`src/rtl/spi_slave_rx.sv`:
```
// spi_slave_rx: SPI mode-0 target, oversampled in the clk domain.
// Receives MSB-first words and shifts a response word out on miso.
module spi_slave_rx #(
  parameter int DATA_W      = 8,
  parameter int SYNC_STAGES = 2
) (
  input  logic              clk,
  input  logic              rst,
  input  logic              sclk,
  input  logic              cs,
  input  logic              mosi,
  output logic              miso,
  output logic              miso_oe,
  input  logic [DATA_W-1:0] tx_data,
  input  logic              tx_load,
  output logic [DATA_W-1:0] rx_data,
  output logic              rx_valid,
  input  logic              rx_ack,
  output logic              overrun,
  input  logic              ovr_clr,
  output logic              frame_err,
  output logic              busy
);

  localparam int CNT_W = $clog2(DATA_W);
  localparam int ARM_W = $clog2(SYNC_STAGES + 1);
  localparam logic [CNT_W-1:0] CNT_LAST = CNT_W'(DATA_W - 1);
  localparam logic [ARM_W-1:0] ARM_DONE = ARM_W'(SYNC_STAGES);

  localparam logic [1:0] ARM   = 2'd0;
  localparam logic [1:0] IDLE  = 2'd1;
  localparam logic [1:0] SHIFT = 2'd2;

  logic [SYNC_STAGES-1:0] sclk_sync_q, sclk_sync_d;
  logic [SYNC_STAGES-1:0] cs_sync_q, cs_sync_d;
  logic [SYNC_STAGES-1:0] mosi_sync_q, mosi_sync_d;
  logic                   sclk_dly_q, sclk_dly_d;
  logic                   cs_dly_q, cs_dly_d;
  logic [1:0]             state_q, state_d;
  logic [ARM_W-1:0]       arm_cnt_q, arm_cnt_d;
  logic [CNT_W-1:0]       bit_cnt_q, bit_cnt_d;
  logic [DATA_W-1:0]      rx_shreg_q, rx_shreg_d;
  logic [DATA_W-1:0]      tx_shreg_q, tx_shreg_d;
  logic [DATA_W-1:0]      tx_buf_q, tx_buf_d;
  logic                   tx_full_q, tx_full_d;
  logic                   word_done_q, word_done_d;
  logic                   oe_q, oe_d;
  logic [DATA_W-1:0]      rx_data_q, rx_data_d;
  logic                   rx_valid_q, rx_valid_d;
  logic                   overrun_q, overrun_d;
  logic                   frame_err_q, frame_err_d;

  logic              sclk_s, cs_s, mosi_s;
  logic              sclk_rise, sclk_fall;
  logic              cs_rise, cs_fall;
  logic              word_start;
  logic [DATA_W-1:0] next_word;

  assign sclk_s    = sclk_sync_q[SYNC_STAGES-1];
  assign cs_s      = cs_sync_q[SYNC_STAGES-1];
  assign mosi_s    = mosi_sync_q[SYNC_STAGES-1];
  assign sclk_rise = sclk_s & ~sclk_dly_q;
  assign sclk_fall = ~sclk_s & sclk_dly_q;
  assign cs_rise   = cs_s & ~cs_dly_q;
  assign cs_fall   = ~cs_s & cs_dly_q;

  // A load strobe coinciding with a word start bypasses tx_buf.
  assign next_word = tx_load   ? tx_data :
                     tx_full_q ? tx_buf_q : '1;

  always_comb begin
    sclk_sync_d = {sclk_sync_q[SYNC_STAGES-2:0], sclk};
    cs_sync_d   = {cs_sync_q[SYNC_STAGES-2:0], cs};
    mosi_sync_d = {mosi_sync_q[SYNC_STAGES-2:0], mosi};
    sclk_dly_d  = sclk_s;
    cs_dly_d    = cs_s;
    state_d     = state_q;
    arm_cnt_d   = arm_cnt_q;
    bit_cnt_d   = bit_cnt_q;
    rx_shreg_d  = rx_shreg_q;
    tx_shreg_d  = tx_shreg_q;
    tx_buf_d    = tx_buf_q;
    tx_full_d   = tx_full_q;
    word_done_d = 1'b0;
    oe_d        = oe_q;
    rx_data_d   = rx_data_q;
    rx_valid_d  = rx_valid_q;
    overrun_d   = overrun_q;
    frame_err_d = 1'b0;
    word_start  = 1'b0;

    if (tx_load) begin
      tx_buf_d  = tx_data;
      tx_full_d = 1'b1;
    end
    if (rx_ack) rx_valid_d = 1'b0;
    if (ovr_clr) overrun_d = 1'b0;
    if (word_done_q) begin
      rx_data_d  = rx_shreg_q;
      rx_valid_d = 1'b1;
      if (rx_valid_q && !rx_ack) overrun_d = 1'b1;
    end

    unique case (state_q)
      ARM: begin
        // Let the synchronizers flush before trusting cs.
        if (arm_cnt_q != ARM_DONE) arm_cnt_d = arm_cnt_q + 1'b1;
        else if (cs_s) state_d = IDLE;
      end
      IDLE: begin
        if (cs_fall) begin
          state_d    = SHIFT;
          bit_cnt_d  = '0;
          oe_d       = 1'b1;
          word_start = 1'b1;
        end
      end
      SHIFT: begin
        if (cs_rise) begin
          state_d     = IDLE;
          oe_d        = 1'b0;
          frame_err_d = (bit_cnt_q != '0);
        end else begin
          if (word_done_q) word_start = 1'b1;
          if (sclk_rise) begin
            rx_shreg_d = {rx_shreg_q[DATA_W-2:0], mosi_s};
            if (bit_cnt_q == CNT_LAST) begin
              bit_cnt_d   = '0;
              word_done_d = 1'b1;
            end else begin
              bit_cnt_d = bit_cnt_q + 1'b1;
            end
          end else if (sclk_fall && bit_cnt_q != '0) begin
            tx_shreg_d = {tx_shreg_q[DATA_W-2:0], 1'b0};
          end
        end
      end
      default: state_d = ARM;
    endcase

    if (word_start) begin
      tx_shreg_d = next_word;
      tx_full_d  = 1'b0;
    end
  end

  always_ff @(posedge clk) begin
    if (rst) begin
      sclk_sync_q <= '0;
      cs_sync_q   <= '1;
      mosi_sync_q <= '0;
      sclk_dly_q  <= 1'b0;
      cs_dly_q    <= 1'b1;
      state_q     <= ARM;
      arm_cnt_q   <= '0;
      bit_cnt_q   <= '0;
      rx_shreg_q  <= '0;
      tx_shreg_q  <= '0;
      tx_buf_q    <= '0;
      tx_full_q   <= 1'b0;
      word_done_q <= 1'b0;
      oe_q        <= 1'b0;
      rx_data_q   <= '0;
      rx_valid_q  <= 1'b0;
      overrun_q   <= 1'b0;
      frame_err_q <= 1'b0;
    end else begin
      sclk_sync_q <= sclk_sync_d;
      cs_sync_q   <= cs_sync_d;
      mosi_sync_q <= mosi_sync_d;
      sclk_dly_q  <= sclk_dly_d;
      cs_dly_q    <= cs_dly_d;
      state_q     <= state_d;
      arm_cnt_q   <= arm_cnt_d;
      bit_cnt_q   <= bit_cnt_d;
      rx_shreg_q  <= rx_shreg_d;
      tx_shreg_q  <= tx_shreg_d;
      tx_buf_q    <= tx_buf_d;
      tx_full_q   <= tx_full_d;
      word_done_q <= word_done_d;
      oe_q        <= oe_d;
      rx_data_q   <= rx_data_d;
      rx_valid_q  <= rx_valid_d;
      overrun_q   <= overrun_d;
      frame_err_q <= frame_err_d;
    end
  end

  assign miso      = oe_q & tx_shreg_q[DATA_W-1];
  assign miso_oe   = oe_q;
  assign rx_data   = rx_data_q;
  assign rx_valid  = rx_valid_q;
  assign overrun   = overrun_q;
  assign frame_err = frame_err_q;
  assign busy      = (state_q == SHIFT);

endmodule

```
`config.mk`:
```
export PLATFORM = sky130hd
export DESIGN_NAME = spi_slave_rx
export DESIGN_NICKNAME = d
export VERILOG_FILES = /design/src/rtl/spi_slave_rx.sv
export SDC_FILE = /design/constraint.sdc
export NUM_CORES = 1
export LEC_CHECK = 0
export ABC_CLOCK_PERIOD_IN_PS = 1900
export CAP_MARGIN = 10
export CORE_MARGIN = 3
export CORE_UTILIZATION = 45
export CTS_BUF_LIST = sky130_fd_sc_hd__clkbuf_2 sky130_fd_sc_hd__clkbuf_4 sky130_fd_sc_hd__clkbuf_8
export CTS_CLUSTER_SIZE = 40
export DETAILED_ROUTE_END_ITERATION = 7
export GPL_TIMING_DRIVEN = 0
export HOLD_SLACK_MARGIN = 0.15
export PLACE_DENSITY = 0.73
export SYNTH_ARGS = -nofsm -noshare
export SYNTH_HDL_FRONTEND = slang
export SYNTH_SLANG_ARGS = --single-unit
```
`constraint.sdc`:
```
create_clock -name clk -period 1.9 [get_ports clk]
set_input_delay 0.475 -clock clk [delete_from_list [all_inputs] [get_ports clk]]
set_output_delay 0.475 -clock clk [all_outputs]
set_load 0.02 [all_outputs]
```
### Word-level counts from Yosys, hierarchy flattened

Index checks and enable logic that the tools add are counted.

* $add $sub $neg: 2
* $mul: 0
* divide/modulo/power cells: 0
* $lt $le $gt $ge: 0
* equal/unequal tests: 12
* shift operators: 0
* muxes and demuxes: 30
* bitwise gates (word level): 12
* reductions and logical operators: 18

Operators by type and width (count)
* 2-to-1 mux 8 bit: 7
* 2-to-1 mux 3 bit: 4
* AND reduction 4 bit: 3
* 2-to-1 mux 1 bit: 11
* inequality test 2 bit (second input constant): 5
* 2-to-1 mux 2 bit: 4
* inequality test 2 x 1 -> 1 bit (second input constant): 4
* nonzero test 2 bit: 4
* inverter 1 bit: 7
* case mux 2 bit (3 select lines): 1
* case mux 3 bit (2 select lines): 1
* AND reduction 3 bit: 2
* bitwise AND 1 bit: 5
* case mux 1 bit (2 select lines): 2
* OR reduction 4 bit: 1
* adder 3 x 1 -> 3 bit (second input constant): 1
* == test 3 bit (second input constant): 1
* nonzero test 3 bit: 1
* OR reduction 3 bit: 1
* adder 2 x 1 -> 2 bit (second input constant): 1
* == test 2 x 1 -> 1 bit (second input constant): 1
* == test 2 bit (second input constant): 1
* logical AND 1 bit: 2
* zero test 2 bit: 1
* 3 further kinds: 3

* flip-flop bits (word level): 53
* latch bits: 0
* bits in writable memories: 0
* memory bits (read-only): 0
* input port bits: 16
* output and inout bits: 14
* logic and storage cells: 92
* memories: 0

### Logic depth before layout (Yosys ltp)

Gate-level depths: netlist of run 1.

* depth in word-level cells: 8
* gate-level depth with buffers: 7
* mapped depth without buffers: 6

### Worst setup path after synthesis of run 1

No wires, ideal clock.

* path type: register -> register
* from: register state_q[0]
* to: register tx_shreg_q[0]
* setup time: 67 ps
* data arrival time: 1614 ps
* required time: 1833 ps
* setup slack: 219 ps
* cell stages (with the launch flop): 8
* path buffers: 2
* period minus slack after synthesis: 1681 ps
* cell sequence: dfxtp_1 inv_1 ha_1 buf_2 a32oi_2 buf_6 or3_1 a21oi_2

* cells in the longest elaborated chain, start to end: 4
* elaborated cells between the ends (all ways): 9
* those cells by class: eq/ne (4); mux (2); reduce/logical (3)

Ends and longest elaborated chain
* start, declared: RTL line 39 `logic [1:0] state_q, state_d;`
* start signal, assigned: RTL line 173 `state_q <= state_d;`
* == test 2 bit (*)
* named net busy: RTL line 22 `output logic busy`
* case mux 1 bit (2 select lines): RTL line 104 `unique case (state_q)`
* inequality test 2 x 1 -> 1 bit (no line) / nonzero test 2 bit (equally long branches)
* AND reduction 4 bit (no line)
* end signal, assigned: RTL line 177 `tx_shreg_q <= tx_shreg_d;`
* end, declared: RTL line 43 `logic [DATA_W-1:0] tx_shreg_q, tx_shreg_d;`

The timed path passes the listed nets; every way through them passes the cells marked *.
A chain may end at the register's enable or synchronous reset.

### Worst setup path after layout of run 1

* from: register oe_q (netlist: miso_oe)
* to: output port miso_oe

RTL lines
* start, declared: RTL line 47 `logic oe_q, oe_d;`
* start signal, assigned: RTL line 162 `oe_q <= 1'b0;`
* start signal, assigned: RTL line 181 `oe_q <= oe_d;`
* end, declared: RTL line 13 `output logic miso_oe,`

No word-level cell between the ends.

==> results.json, run 1 <==
{
  "synthMuxAreaShare_pct": 10.8,
  "clkPwrFrac_pct": 27.9,
  "synthesis.area_mm2": 0.00222,
  "fin_area_mm2": 0.00267,
  "seq_power_share_pct": 54.6,
  "antenna_cells": 0,
  "async_reset_ff_share_pct": 0,
  "power.total_mw": 2.19,
  "grt_usage_pct": 14.8,
  "avgRoutedWirePerCell_um": 11.9,
  "synth_compound_area_share_pct": 13.2,
  "n_fill_cell": 427,
  "crit_slowest_cell": "clkdlybuf4s50_1",
  "power_density_mw_per_mm2": 822,
  "status": "complete, no violations",
  "cap_violations": 0,
  "drt_wl_total_mm": 3.95,
  "power.internal_mw": 1.61,
  "yosys.area.top_type": "dfxtp_1",
  "synthSimpleGateAreaFrac_pct": 18.5,
  "vias_per_cell": 4.98,
  "drtIter0Drc": 87,
  "worst-path-buf-inv": 1,
  "cp_data_arrival_time_ps": 1270,
  "synth_warnings": 0,
  "drive_gt1_share_pct": 9.74,
  "worstMarginPinSlew_ps": 486,
  "hold_viol": 0,
  "synth_fp_nets": 255,
  "setup_violations": 0,
  "layout-area-overhead-vs-synth_pct": 20.2,
  "clockRootBuffer": "clkbuf_8",
  "cts-hold-fix-buffers": 0,
  "dieArea_mm2": 0.00581,
  "synth_edf_count": 0,
  "period_needed_ps": 1740,
  "clk_pin_slew_ps": 90,
  "fmax_mhz": 575,
  "cp_data_required_time_ps": 1420,
  "synth_top_flop_cell": "dfxtp_1",
  "antenna_found_initial": 0,
  "fp-row-count": 24,
  "clock_sinks": 53,
  "hold_path_class": "flop to flop",
  "crit_path_end_kind": "primary output",
  "yosys-top-cells-area": "dfxtp_1 48%, mux2i_1 11%, ha_1 4.5%",
  "reg2regPathDepth": 5,
  "drt_pre_antenna_iters": 4,
  "syn_area_per_cell_um2": 9.61,
  "grt_max_degree": 16,
  "ir_worst_vdd_v": 0.000478,
  "cts_inserted_buffers": 5,
  "final_common_cell": "dfxtp_1",
  "max_stage_delay_ps": 610,
  "path_depth": 1,
  "vias": 1654,
  "fp.coreArea_mm2": 0.00456,
  "die_x_um": 76.2,
  "ys_seq_area_share_pct": 47.8,
  "path_cells": "clkdlybuf4s50_1",
  "cp_top_family": "buffers and inverters",
  "netSwitchingPower_uw": 585,
  "min_path_cells": 1,
  "grt_pass1_vias": 1599,
  "clock_skew_ps": 7.96,
  "reg2reg_slack_ps": 180,
  "fin_nets": 290,
  "synth_top_area_share_pct": 47.8,
  "relSlewSlack_pct": 67.6,
  "dieHeight_um": 76.2,
  "gp_congestion": 0.802,
  "place_area_mm2": 0.00258,
  "grt_pass1_wl_mm": 7.13,
  "ys_seq_elements": 53,
  "clockBufferDepth": 2,
  "synth_top_family_by_area": "simple AND/OR/NAND/NOR gates",
  "overflow": 0,
  "h-tree-depth": 2,
  "postRouteAntennaNets": 0,
  "start_kind": "flop",
  "final_cell_mix": "53 x dfxtp_1, 26 x nor2_1, 26 x clkdlybuf4s50_1, 24 x mux2i_1, 17 x nand2_1",
  "p_leak_nw": 1.05,
  "cts_tree": "done",
  "place.detailed.hpwl_mm": 2.89,
  "drv_slew": 0,
  "crit_fanout": 3,
  "syn_inst": 231,
  "ys_types": 42,
  "rsz0062_at_grt": "no",
  "ioPinCount": 30,
  "swShare_pct": 26.7,
  "pwr-share-comb_pct": 17.4,
  "clk_latency_ps": 300,
  "yosys.area_share.xor_xnor_pct": 0.395,
  "initial_core_util_pct": 48.6,
  "io_buffers": 28,
  "post-route-period-util_pct": 91.6,
  "path_class": "flop to primary output",
  "drc": 0,
  "synthAdderAreaFrac_pct": 4.51
}
==> worst reg2reg max path, cell delays in order (launching register included) <==
cell,delay (ps)
dfxtp_1,380
inv_1,80
ha_1,360
clkinv_1,270
or3_1,460
a21oi_2,110
==> registers in the layout, summed over array words and instances (netlist names), 3 cells and up <==
register    cells
tx_shreg_q      8
rx_data         8
bit_cnt_q       3
rx_shreg_q      8
tx_buf_q        8
==> kinds of logic (layout without fill, tap and decap cells) <==
kind of cell | after synthesis | in the layout
compound gates | 42 | 42
xor+xnor | 1 | 1
fa+ha+maj | 8 | 8
buf+inv | 22 | 58
flops | 53 | 53
mux | 24 | 24
simple gates | 81 | 81
==> power groups by stage <==
stage	sequential, mW	combinational [mW]	clock [mW]
global route	1.20	0.430	0.686
floorplan	1.23	0.263	0
finish	1.20	0.382	0.613
global placement	1.22	0.376	0
CTS	1.20	0.388	0.636
detailed placement	1.22	0.387	0
==> cell type report <==
type	instances	area (um^2)	share of cell area (%)
Buffer	14	73.8	2.77
Clock buffer	6	76.3	2.86
Clock inverter	2	10.0	0.375
Inverter	8	30.0	1.13
Multi-Input combinational cell	156	1050	39.5
Sequential cell	53	1060	39.8
Tap cell	65	81.3	3.05
Timing Repair Buffer	28	282	10.5
==> timing repair <==
action                                  CTS  global route
pin swaps                                 0             0
gates resized for setup                   1             1
endpoints found under the setup margin    1             1
gates cloned                              0             0
buffers inserted                          0             0
==> synth_stat cells (all sizes together), types with 2 or more instances <==
master	count
a211oi	8
or2	3
nor2b	10
nand2b	5
mux2i	24
nor3	9
nand2	17
ha	8
inv	7
nand3	2
dfxtp	53
a21oi	16
o22a	7
clkbuf	7
buf	7
o21ai	5
nor2	26
==> final timing paths <==
path	start	to
setup / recovery	miso_oe$_SDFFE_PP0P_	miso_oe
setup reg to reg	state_q[1]$_SDFFE_PP0P_	tx_shreg_q[0]$_SDFFE_PP0P_
hold / removal	cs_sync_q[0]$_SDFF_PP1_	cs_sync_q[1]$_SDFF_PP1_
hold reg to reg	cs_sync_q[0]$_SDFF_PP1_	cs_sync_q[1]$_SDFF_PP1_
==> stage by stage <==
step	util, %	TNS [ps]	hold slack [ps]	cells	worst slack [ps]
2_1_floorplan	-	0	389	231	219
3_3_place_gp	56.6	-960	393	324	-187
3_5_place_dp	56.6	-954	398	324	-159
4_1_cts	58.4	0	418	332	15.4
5_1_grt	58.5	0	451	332	10.4
6_report	58.5	0	413	332	160
==> layer usage <==
layer  track usage, %  vias up  share of wire, %
met3             3.78        7               4.0
met2             24.6       32                46
met1             18.6      755                48
met4             5.25        0               1.5
met5                0        -                 0
li1                 -      860                 -
Note: power is estimated with default switching activity, not from simulation.
==> run 2, diff against run 1 <==
--- a/config.mk
+++ b/config.mk
@@ -18,3 +18,4 @@
 export SYNTH_ARGS = -nofsm -noshare
 export SYNTH_HDL_FRONTEND = slang
 export SYNTH_SLANG_ARGS = --single-unit
+export TNS_END_PERCENT = 5
==> constraint.sdc (replaced) <==
create_clock -name clk -period 1.9 [get_ports clk]
set_input_delay 0.475 -clock clk [delete_from_list [all_inputs] [get_ports clk]]
set_output_delay 0.475 -clock clk [all_outputs]
set_load 0.01 [all_outputs]
==> run 2 against run 1 <==
  * Power decreased by 0.32%
  * Core utilization decreased by 0.055 points
  * Critical path type unchanged
  * Sequential power about the same
  * Hold slack unchanged
  * Sequential share of layout area about the same
  * Largest power group unchanged
  * Die area unchanged
  * First-iteration DRC count decreased by 6.9%
  * Count of clock-buffer cells in the layout unchanged
  * Fmax decreased by 2.7%
  * Routed wire length increased by 0.38%
  * Worst setup slack got worse by 47 ps
==> results.json, run 2 (same netlist as run 1, synthesis figures left out) <==
{
  "hold_viol": 0,
  "clockRootBuffer": "clkbuf_8",
  "overflow": 0,
  "ir_worst_vdd_v": 0.000478,
  "worst-path-buf-inv": 1,
  "period_needed_ps": 1790,
  "drive_gt1_share_pct": 9.74,
  "dieHeight_um": 76.2,
  "fp.coreArea_mm2": 0.00456,
  "cp_data_arrival_time_ps": 1310,
  "cts_tree": "done",
  "path_cells": "and2_1 -> clkdlybuf4s50_1",
  "drv_slew": 0,
  "final_common_cell": "dfxtp_1",
  "cts_inserted_buffers": 5,
  "cap_violations": 0,
  "h-tree-depth": 2,
  "cp_data_required_time_ps": 1420,
  "path_class": "flop to primary output",
  "vias_per_cell": 4.98,
  "clk_latency_ps": 300,
  "relSlewSlack_pct": 66.6,
  "r2r-start": "state_q[1]$_SDFFE_PP0P_",
  "power_density_mw_per_mm2": 820,
  "crit_path_end_kind": "primary output",
  "die_x_um": 76.2,
  "grt_pass1_wl_mm": 7.13,
  "drt_wl_total_mm": 3.97,
  "drc": 0,
  "clock_sinks": 53,
  "crit_fanout": 2,
  "fin_area_mm2": 0.00267,
  "cp_top_family": "buffers and inverters",
  "postRouteAntennaNets": 0,
  "final_cell_mix": "53 x dfxtp_1, 27 x clkdlybuf4s50_1, 26 x nor2_1, 24 x mux2i_1, 17 x nand2_1",
  "gp_congestion": 0.802,
  "fp-row-count": 24,
  "status": "complete, no violations",
  "layout-area-overhead-vs-synth_pct": 20.1,
  "hold_path_class": "flop to flop",
  "drtIter0Drc": 81,
  "initial_core_util_pct": 48.6,
  "grt_max_degree": 16,
  "avgRoutedWirePerCell_um": 11.9,
  "dieArea_mm2": 0.00581,
  "grt_pass1_vias": 1599,
  "vias": 1655,
  "setup_violations": 0,
  "p_leak_nw": 1.03,
  "antenna_cells": 0,
  "min-delay-start": "cs_sync_q[0]$_SDFF_PP1_",
  "io_buffers": 28,
  "fin_tns_setup_ps": 0,
  "fmax_mhz": 559,
  "place_area_mm2": 0.00258,
  "ioPinCount": 30,
  "drt_pre_antenna_iters": 4,
  "fin_nets": 290,
  "grt_usage_pct": 14.8,
  "rsz0062_at_grt": "no",
  "clock_skew_ps": 7.96,
  "post-route-period-util_pct": 94.1,
  "clk_pin_slew_ps": 90,
  "crit_slowest_cell": "clkdlybuf4s50_1",
  "place.detailed.hpwl_mm": 2.89,
  "crit_start": "tx_shreg_q[7]$_SDFFE_PP0P_",
  "max_stage_delay_ps": 530,
  "antenna_found_initial": 0,
  "worstMarginPinSlew_ps": 501,
  "start_kind": "flop",
  "clockBufferDepth": 2
}
[run 2: cell types whose count changed in the layout (fill, tap and decap cells not counted)]
cell             previous run  this run
dlymetal6s2s_1              1         0
clkdlybuf4s50_1            26        27
[run 2: worst paths after layout]
path	endpoint	slack (ps)	cells past startpoint
worst min register to register	cs_sync_q[1]$_SDFF_PP1_	410	1
worst max register to register	tx_shreg_q[0]$_SDFFE_PP0P_	190	5
worst min-delay path	cs_sync_q[1]$_SDFF_PP1_	410	1
worst max-delay path	miso	110	2
[run 2: area by class of cell]
cell class                      instances  area [um^2]
Timing Repair Buffer                   28          279
Clock buffer                            6         76.3
Tap cell                               65         81.3
Sequential cell                        53         1060
Inverter                                8         30.0
Buffer                                 14         73.8
Clock inverter                          2         10.0
Fill cell                             428         1900
Multi-Input combinational cell        156         1050
[run 2: per-stage QoR]
step	utilization [%]	hold WS [ps]	instances	setup WS (ps)	power [mW]
5_1_grt	58.4	451	332	10.4	2.31
2_1_floorplan	-	389	231	312	1.48
4_1_cts	58.4	418	332	83.3	2.22
6_report	58.4	413	332	112	2.19
3_3_place_gp	56.6	393	324	-187	1.59
3_5_place_dp	56.6	398	324	-159	1.60
[run 2: timing repair]
action / 4_1_cts / 5_1_grt
setup buffers: 0 / 0
endpoints found under the hold margin: 0 / 0
hold buffers: 0 / 0
setup endpoints to repair: 1 / 0
resized for setup: 1 / 0
[run 2: layer usage]
layer / GRT usage [%] / up-vias / wire [um]
li1: - / 862 / -
met3: 3.78 / 7 / 149
met1: 18.6 / 756 / 1960
met2: 24.6 / 30 / 1810
met4: 5.25 / 0 / 53
met5: 0 / - / 0
[run 2: worst register-to-register path, stage by stage, from the launching register on]
cell	delay, ps
dfxtp_1	380
inv_1	80
ha_1	360
clkinv_1	270
or3_1	460
a21oi_2	110
[run 2: report_power, final]
part | switching [mW] | internal, mW
registers | 0.0317 | 1.17
logic | 0.203 | 0.171
clock network | 0.343 | 0.270
